$ cat src/rtl/uart_rx_if.sv
// Consumer-side handshake of the UART receiver: received byte, ready flag,
// stop-bit error pulse and the consumer's acknowledge.
interface uart_rx_if;
  logic [7:0] rx_data;
  logic       rdy;
  logic       frame_err;
  logic       clr_rdy;

  // Receiver drives the byte and status, consumer drives the acknowledge.
  modport master (
    output rx_data,
    output rdy,
    output frame_err,
    input  clr_rdy
  );

  modport slave (
    input  rx_data,
    input  rdy,
    input  frame_err,
    output clr_rdy
  );
endinterface

$ cat src/rtl/uart_rx.sv
// 8N1 UART receiver, LSB first. The RX pin is double-synchronised, a falling
// edge in IDLE starts a frame, the start bit is re-checked at mid-bit, then
// eight data bits and the stop bit are sampled once per bit period at mid-bit.
// A good stop bit publishes the byte and raises rdy; a low stop bit gives a
// one-clock frame_err pulse and leaves the published byte alone.
module uart_rx #(
  parameter int BAUD_CYCLES = 2604,
  parameter int HALF_CYCLES = BAUD_CYCLES / 2
) (
  input  logic     clk,
  input  logic     rst_n,
  input  logic     RX,
  uart_rx_if.master bus
);

  // Counter reload values, sized to the 12-bit baud counter.
  localparam logic [11:0] BAUD_LOAD = 12'(BAUD_CYCLES);
  localparam logic [11:0] HALF_LOAD = 12'(HALF_CYCLES);
  localparam logic [3:0]  LAST_DATA = 4'd8;
  localparam logic [3:0]  STOP_DONE = 4'd9;

  typedef enum logic [1:0] {
    IDLE  = 2'd0,
    START = 2'd1,
    RECV  = 2'd2
  } state_t;

  state_t      state_reg;
  state_t      state_next;

  // Synchroniser stages plus one more flop holding the previous synchronised
  // level, used only for falling-edge detection.
  logic        rx_ff1;
  logic        rx_ff2;
  logic        rx_prev;

  logic [11:0] baud_cnt_reg;
  logic [11:0] baud_cnt_next;
  logic [3:0]  bit_cnt_reg;
  logic [3:0]  bit_cnt_next;
  logic [7:0]  shift_reg;
  logic [7:0]  shift_next;
  logic [7:0]  rx_data_reg;
  logic [7:0]  rx_data_next;
  logic        rdy_reg;
  logic        rdy_next;
  logic        frame_err_reg;
  logic        frame_err_next;

  logic        start_edge;
  logic        baud_tick;

  // A start edge needs the line to have been seen high the cycle before, so
  // after a break or a bad stop bit the receiver re-arms only once RX rises.
  assign start_edge = (state_reg == IDLE) && rx_prev && !rx_ff2;

  // The sample point is the cycle in which the counter would reach zero; a
  // reload of N therefore spaces samples exactly N clocks apart.
  assign baud_tick = (baud_cnt_reg == 12'd1);

  // Two-flop synchroniser for the asynchronous RX pin, preset to idle-high.
  always_ff @(posedge clk or negedge rst_n) begin
    if (!rst_n) begin
      rx_ff1  <= 1'b1;
      rx_ff2  <= 1'b1;
      rx_prev <= 1'b1;
    end else begin
      rx_ff1  <= RX;
      rx_ff2  <= rx_ff1;
      rx_prev <= rx_ff2;
    end
  end

  // Frame state register.
  always_ff @(posedge clk or negedge rst_n) begin
    if (!rst_n) begin
      state_reg <= IDLE;
    end else begin
      state_reg <= state_next;
    end
  end

  // Next-state, counters, shifter and output flags.
  always_comb begin
    state_next     = state_reg;
    baud_cnt_next  = baud_cnt_reg;
    bit_cnt_next   = bit_cnt_reg;
    shift_next     = shift_reg;
    rx_data_next   = rx_data_reg;
    rdy_next       = rdy_reg && !bus.clr_rdy;
    frame_err_next = 1'b0;

    case (state_reg)
      IDLE: begin
        if (start_edge) begin
          baud_cnt_next = HALF_LOAD;
          state_next    = START;
          // A new frame invalidates the byte still on offer.
          rdy_next      = 1'b0;
        end
      end

      START: begin
        if (baud_tick) begin
          if (rx_ff2) begin
            // Line went back high before mid-start: treat as a glitch.
            baud_cnt_next = 12'd0;
            state_next    = IDLE;
          end else begin
            baud_cnt_next = BAUD_LOAD;
            bit_cnt_next  = 4'd0;
            state_next    = RECV;
          end
        end else begin
          baud_cnt_next = baud_cnt_reg - 12'd1;
        end
      end

      RECV: begin
        if (baud_tick) begin
          if (bit_cnt_reg < LAST_DATA) begin
            // LSB arrives first, so shift right and insert at the MSB.
            shift_next    = {rx_ff2, shift_reg[7:1]};
            bit_cnt_next  = bit_cnt_reg + 4'd1;
            baud_cnt_next = BAUD_LOAD;
          end else begin
            // Stop-bit sample; leave at mid-stop so a back-to-back start
            // edge half a bit later is still caught.
            bit_cnt_next  = STOP_DONE;
            baud_cnt_next = 12'd0;
            state_next    = IDLE;
            if (rx_ff2) begin
              rx_data_next = shift_reg;
              // Completion overrides a simultaneous clr_rdy.
              rdy_next     = 1'b1;
            end else begin
              frame_err_next = 1'b1;
            end
          end
        end else begin
          baud_cnt_next = baud_cnt_reg - 12'd1;
        end
      end

      default: begin
        state_next    = IDLE;
        baud_cnt_next = 12'd0;
      end
    endcase
  end

  // Datapath and output registers.
  always_ff @(posedge clk or negedge rst_n) begin
    if (!rst_n) begin
      baud_cnt_reg  <= 12'd0;
      bit_cnt_reg   <= 4'd0;
      shift_reg     <= 8'h00;
      rx_data_reg   <= 8'h00;
      rdy_reg       <= 1'b0;
      frame_err_reg <= 1'b0;
    end else begin
      baud_cnt_reg  <= baud_cnt_next;
      bit_cnt_reg   <= bit_cnt_next;
      shift_reg     <= shift_next;
      rx_data_reg   <= rx_data_next;
      rdy_reg       <= rdy_next;
      frame_err_reg <= frame_err_next;
    end
  end

  assign bus.rx_data   = rx_data_reg;
  assign bus.rdy       = rdy_reg;
  assign bus.frame_err = frame_err_reg;

endmodule
$ cat src/flat_wrapper.sv
// flat-port wrapper written by rule: the top's interface ports become plain ports
module uart_rx_flat 
#(
  parameter int BAUD_CYCLES = 2604,
  parameter int HALF_CYCLES = BAUD_CYCLES / 2
)
  (clk, rst_n, RX, bus_rx_data, bus_rdy, bus_frame_err, bus_clr_rdy);
  uart_rx_if bus_i ();
  input  logic clk;
  input  logic rst_n;
  input  logic RX;
  output wire logic [$bits(bus_i.rx_data)-1:0] bus_rx_data;
  output wire logic [$bits(bus_i.rdy)-1:0] bus_rdy;
  output wire logic [$bits(bus_i.frame_err)-1:0] bus_frame_err;
  input wire logic [$bits(bus_i.clr_rdy)-1:0] bus_clr_rdy;
  assign bus_rx_data = bus_i.rx_data;
  assign bus_rdy = bus_i.rdy;
  assign bus_frame_err = bus_i.frame_err;
  assign bus_i.clr_rdy = bus_clr_rdy;
  uart_rx #(.BAUD_CYCLES(BAUD_CYCLES), .HALF_CYCLES(HALF_CYCLES)) u_core (.clk(clk), .rst_n(rst_n), .RX(RX), .bus(bus_i));
endmodule
$ cat config.mk
export PLATFORM = sky130hd
export DESIGN_NAME = uart_rx_flat
export DESIGN_NICKNAME = d
export VERILOG_FILES = /design/src/rtl/uart_rx_if.sv /design/src/rtl/uart_rx.sv /design/src/flat_wrapper.sv
export SDC_FILE = /design/constraint.sdc
export NUM_CORES = 1
export LEC_CHECK = 0
export BUFFER_PORTS_ARGS = -buffer_cell sky130_fd_sc_hd__buf_2
export CORE_ASPECT_RATIO = 2
export CORE_MARGIN = 2
export CORE_UTILIZATION = 35
export CTS_BUF_LIST = sky130_fd_sc_hd__clkbuf_4
export DETAILED_ROUTE_END_ITERATION = 10
export SLEW_MARGIN = 20
export SYNTH_ARGS = -nofsm -noshare
export SYNTH_HDL_FRONTEND = slang
export SYNTH_SLANG_ARGS = --single-unit
$ cat constraint.sdc
create_clock -name clk -period 2 [get_ports clk]
set_input_delay 0.1 -clock clk [delete_from_list [all_inputs] [get_ports clk]]
set_output_delay 0.1 -clock clk [all_outputs]
set_load 0.02 [all_outputs]
# Yosys cells after proc, flatten, opt, wreduce, memory -nomap -nowiden
# Index checks and enable logic that the tools add are counted.
# op_classes
add_sub_neg	2
multipliers	0
div_mod_pow	0
magnitude_cmp	1
n_eq_ne	8
shift	0
n_mux	26
bitwise	1
reduce_logical	11
# op_table
op	n
12-bit two-way mux	5
12-bit case mux with 3 select lines	1
4-bit two-way mux	4
12-bit by 1-bit equality test with 1-bit output, second input constant	1
4-bit AND reduction	3
12-bit by 1-bit subtractor with 12-bit output, second input constant	1
2-bit two-way mux	5
1-bit two-way mux	8
4-bit case mux with 2 select lines	1
2-bit by 1-bit inequality test with 1-bit output, second input constant	3
2-bit case mux with 3 select lines	1
4-bit by 1-bit adder with 4-bit output, second input constant	1
4-bit less-than comparator, second input constant	1
2-bit inequality test, second input constant	2
1-bit logical AND	3
3-bit AND reduction	1
2-bit by 1-bit equality test with 1-bit output, second input constant	1
2-bit equality test, second input constant	1
1-bit zero test	2
2-bit zero test	1
1-bit case mux with 2 select lines	1
2-bit nonzero test	1
1-bit inverter	1
# word_totals
register_bits	39
latch_bits	0
ramBits	0
rom_bits	0
in_bits	4
out_inout_bits	10
mem_count	0

# Depth between registers and ports, before layout
# logic_depth
ltp_word	6
ltp_mapped	7
mapped_depth_nobuf	6

# Worst setup path after synthesis
# Ideal clock, no wire load.
# synth_path
kind	flip-flop to flip-flop
from	register u_core.baud_cnt_reg[4]
to	register u_core.rx_data_reg[0] (netlist: u_core.bus.rx_data[0])
setup_time_ps	125
arrival_ps	2050
required_time_ps	1875
setup_slack_ps	-174
path_stages_with_launch	8
n_path_buf	3
synth_period_minus_slack_ps	2174
path_cell_list	dfrtp_1 > buf_6 > or4_4 > buf_6 > nor4_2 > and3_1 > buf_4 > mux2_2
# synth_between
elab_chain_len	2
# synth_rtl
element	line_no	rtl
start: declaration	uart_rx.sv:37	logic [11:0] baud_cnt_reg;
start signal: assignment	uart_rx.sv:162	baud_cnt_reg <= baud_cnt_next;
12-bit by 1-bit equality test with 1-bit output	uart_rx.sv:59	assign baud_tick = (baud_cnt_reg == 12'd1);
4-bit AND reduction (no line)	n/a	
end signal: assignment	uart_rx.sv:165	rx_data_reg <= rx_data_next;
end: declaration	uart_rx.sv:43	logic [7:0] rx_data_reg;
# No other way between the ends.
# A chain may end at the register's enable or synchronous reset.

# Worst setup path after layout
# layout_path
from	register u_core.baud_cnt_reg[4]
to	register u_core.rx_data_reg[1] (netlist: u_core.bus.rx_data[1])
# Same word-level chain as after synthesis.

==> metrics.cfg <==
[status]
status=completed

[logic_synthesis]
synth_edf_count=0
synth_area_leaders=dfrtp_1, mux2_2, dfstp_2
synth_fp_nets=183
async_flop_share_pct=100
yosysTopAreaCell=dfrtp_1
ys_types=45
ys.flop_type=dfrtp_1
synth.most_common_cell=dfrtp_1
synth_cells=176
synth_top_area_share_pct=47.0
synth_commonest_cells=dfrtp_1, nand2_1, mux2_2
netlist_area_sq_um=1920
synth_seq_cells=39
syn_avg_cell_area_sq_um=10.9
synth_warnings=0
seq_area_frac_synth_pct=51.1

[detailed_routing]
wirelength_microns=4750
first_pass_iters=4
vias=1529
wl_per_cell_microns=16.4
dr_wl_met2_microns=2780
postRouteAntennaNets=0
met3WireLength_microns=95
drtIter0Drc=23
avgViaCountPerCell=5.27
drc=0
wl_met1_microns=1570
dr.max_layer_used=met4

[sta]
maxSlewHeadroom_pct=42.0
rsz0062_at_grt=yes
finalWorstSetupSlack_ns=0.0108
finalSetupTns_ns=0
tightest_slew_ns=0.871
max_freq_mhz=503
fin_crit_ns=1.99
hold_viol_final=0
fin_skew_ns=0.0176
setup_viol=0
final_max_slew_viol_count=0
fin_crit_sh_pct=99.5

[critical_path]
path_delay_family=simple AND/OR/NAND/NOR gates
startpoint_type=flip-flop
critPathRequiredTime_ns=2.26
crit_buf_inv=1
crit_chain=or4_4 -> nor4_4 -> and3_4 -> buf_12 -> mux2_2
worst_path_max_delay_cell=or4_4
cpPeakStageDelay_ns=0.60
worstPathArrival_ns=2.25
crit_fanout=9
critPathCaptureType=flip-flop
crit_type=reg -> reg

[clock_tree]
insertion_delay_ns=0.38
htree_levels=2
path_clk_slew_ns=0.13
clockRootBuffer=clkbuf_4
clockBufferDepth=2
cts_tree=done
numCtsBuffers=5
clock-sinks=39

[place]
place.gp.congestion=0.864
place_area_sq_um=2270
port_buffers=13
dp_hpwl_microns=3610
post-place-ws_ns=-0.0258

[pwr]
p_switching_mw=0.822
finalPower_mw=2.28
p_leak_nw=1.14
p_comb_share_pct=37.3
seqPwrFrac_pct=43.8
clkPwrFrac_pct=19.0
p_int_mw=1.46
cellPowerDensity_nw_per_um2=940
switching_share_pct=36.0
ir_worst_vdd_uv=605

[global_routing]
grt_use_total_pct=17.5
grt_pass1_vias=1644
grt-ovfl-total=0
grt_max_degree=40
grt_pass1_wl_microns=7960
antenna_found_initial=0

[layout]
final_cell_area_sq_um=2430
num_antenna_cells=0
largest_reg_flops=12
area_delta_synth_final_pct=26.6
final_util_pct=45.2
fillerInstances=523
final_nets=236
final_layout_size_suffix_gt1_share_pct=38.3

[floorplanning]
core_sq_um=5370
die_h_microns=109
ioPinCount=14
die_w_microns=56.3
initial_utilization_pct=35.7
fp-row-count=38
die_area_sq_um=6120

[flow_run]
cap_violations=0

[worst_hold_path]
min_path_type=in -> async

## cell usage in the layout, fill, tap and decap left out, drive strengths merged, types with 3 or more instances in the layout
cell type,n
buf,49
dfrtp,36
nand2,17
mux2,16
o21ai,15
nor3,9
nor2,8
inv,7
nor4,7
nor2b,5
a21oi,5
clkbuf,5
nand2b,4
and3,4
ha,3
dlygate4sd3,3
dfstp,3
a211oi,3
## logic make-up (layout without fill, tap and decap cells)
logic type	count (synthesis)	after routing	synth area share (%)
buffers and inverters	13	67	3.53
multiplexers	17	17	9.93
XOR/XNOR	3	3	1.37
flip-flops	39	39	51.1
AND/OR/NAND/NOR	65	65	20.2
AO/OA/AOI/OAI	36	36	11.8
adder cells (fa/ha/maj)	3	3	1.96
## power groups by stage
stage	Sequential, mW	Combinational, mW	Clock (mW)
final	0.999	0.850	0.432
after global routing	1.02	0.941	0.478
after floorplan	1.02	0.461	0
after global placement	1.02	0.767	0
after detailed placement	1.02	0.764	0
after CTS	0.997	0.815	0.456
## metrics by stage
step / hold WS (ns) / std cells
2_1_floorplan: -0.196 / 176
3_3_place_gp: 0.214 / 274
3_5_place_dp: 0.216 / 274
4_1_cts: 0.355 / 288
5_1_grt: 0.355 / 290
6_report: 0.363 / 290
## what timing repair did
item | 4_1_cts | 5_1_grt
pin swaps | 3 | 2
hold buffers | 3 | 0
endpoints found under the setup margin | 16 | 23
gates resized for setup | 0 | 6
setup buffers | 3 | 2
endpoints found under the hold margin | 38 | 0
## final timing paths
check                           slack (ns)  cells after the start                          startpoint                           endpoint
worst max-delay path                  0.01                      5  u_core.baud_cnt_reg[4]$_DFFE_PN0P_  u_core.bus.rx_data[1]$_DFFE_PN0P_
worst min-delay path                  0.36                      2                               rst_n           u_core.bus.rdy$_DFF_PN0_
worst max register to register        0.01                      5  u_core.baud_cnt_reg[4]$_DFFE_PN0P_  u_core.bus.rx_data[1]$_DFFE_PN0P_
worst min register to register        0.36                      0             u_core.rx_ff1$_DFF_PN1_            u_core.rx_ff2$_DFF_PN1_
max in group asynchronous             1.07                      2                               rst_n  u_core.bit_cnt_reg[0]$_DFFE_PN0P_
min in group clk                      0.36                      0             u_core.rx_ff1$_DFF_PN1_            u_core.rx_ff2$_DFF_PN1_
## area by class of cell
class	count	area (sq um)	area share, %
multi-input combinational	124	905	37.3
timing repair buffer	52	378	15.6
clock buffer	5	37.5	1.55
tap	60	75.1	3.09
sequential	39	980	40.4
clock inverter	3	25.0	1.03
inverter	7	26.3	1.08
## layer usage
metal | vias up | track usage, %
met5 | - | 0
met3 | 17 | 2.49
met2 | 30 | 34.0
met1 | 737 | 15.8
met4 | 0 | 12.8
li1 | 745 | -
Note: power is estimated with default switching activity, not from simulation.
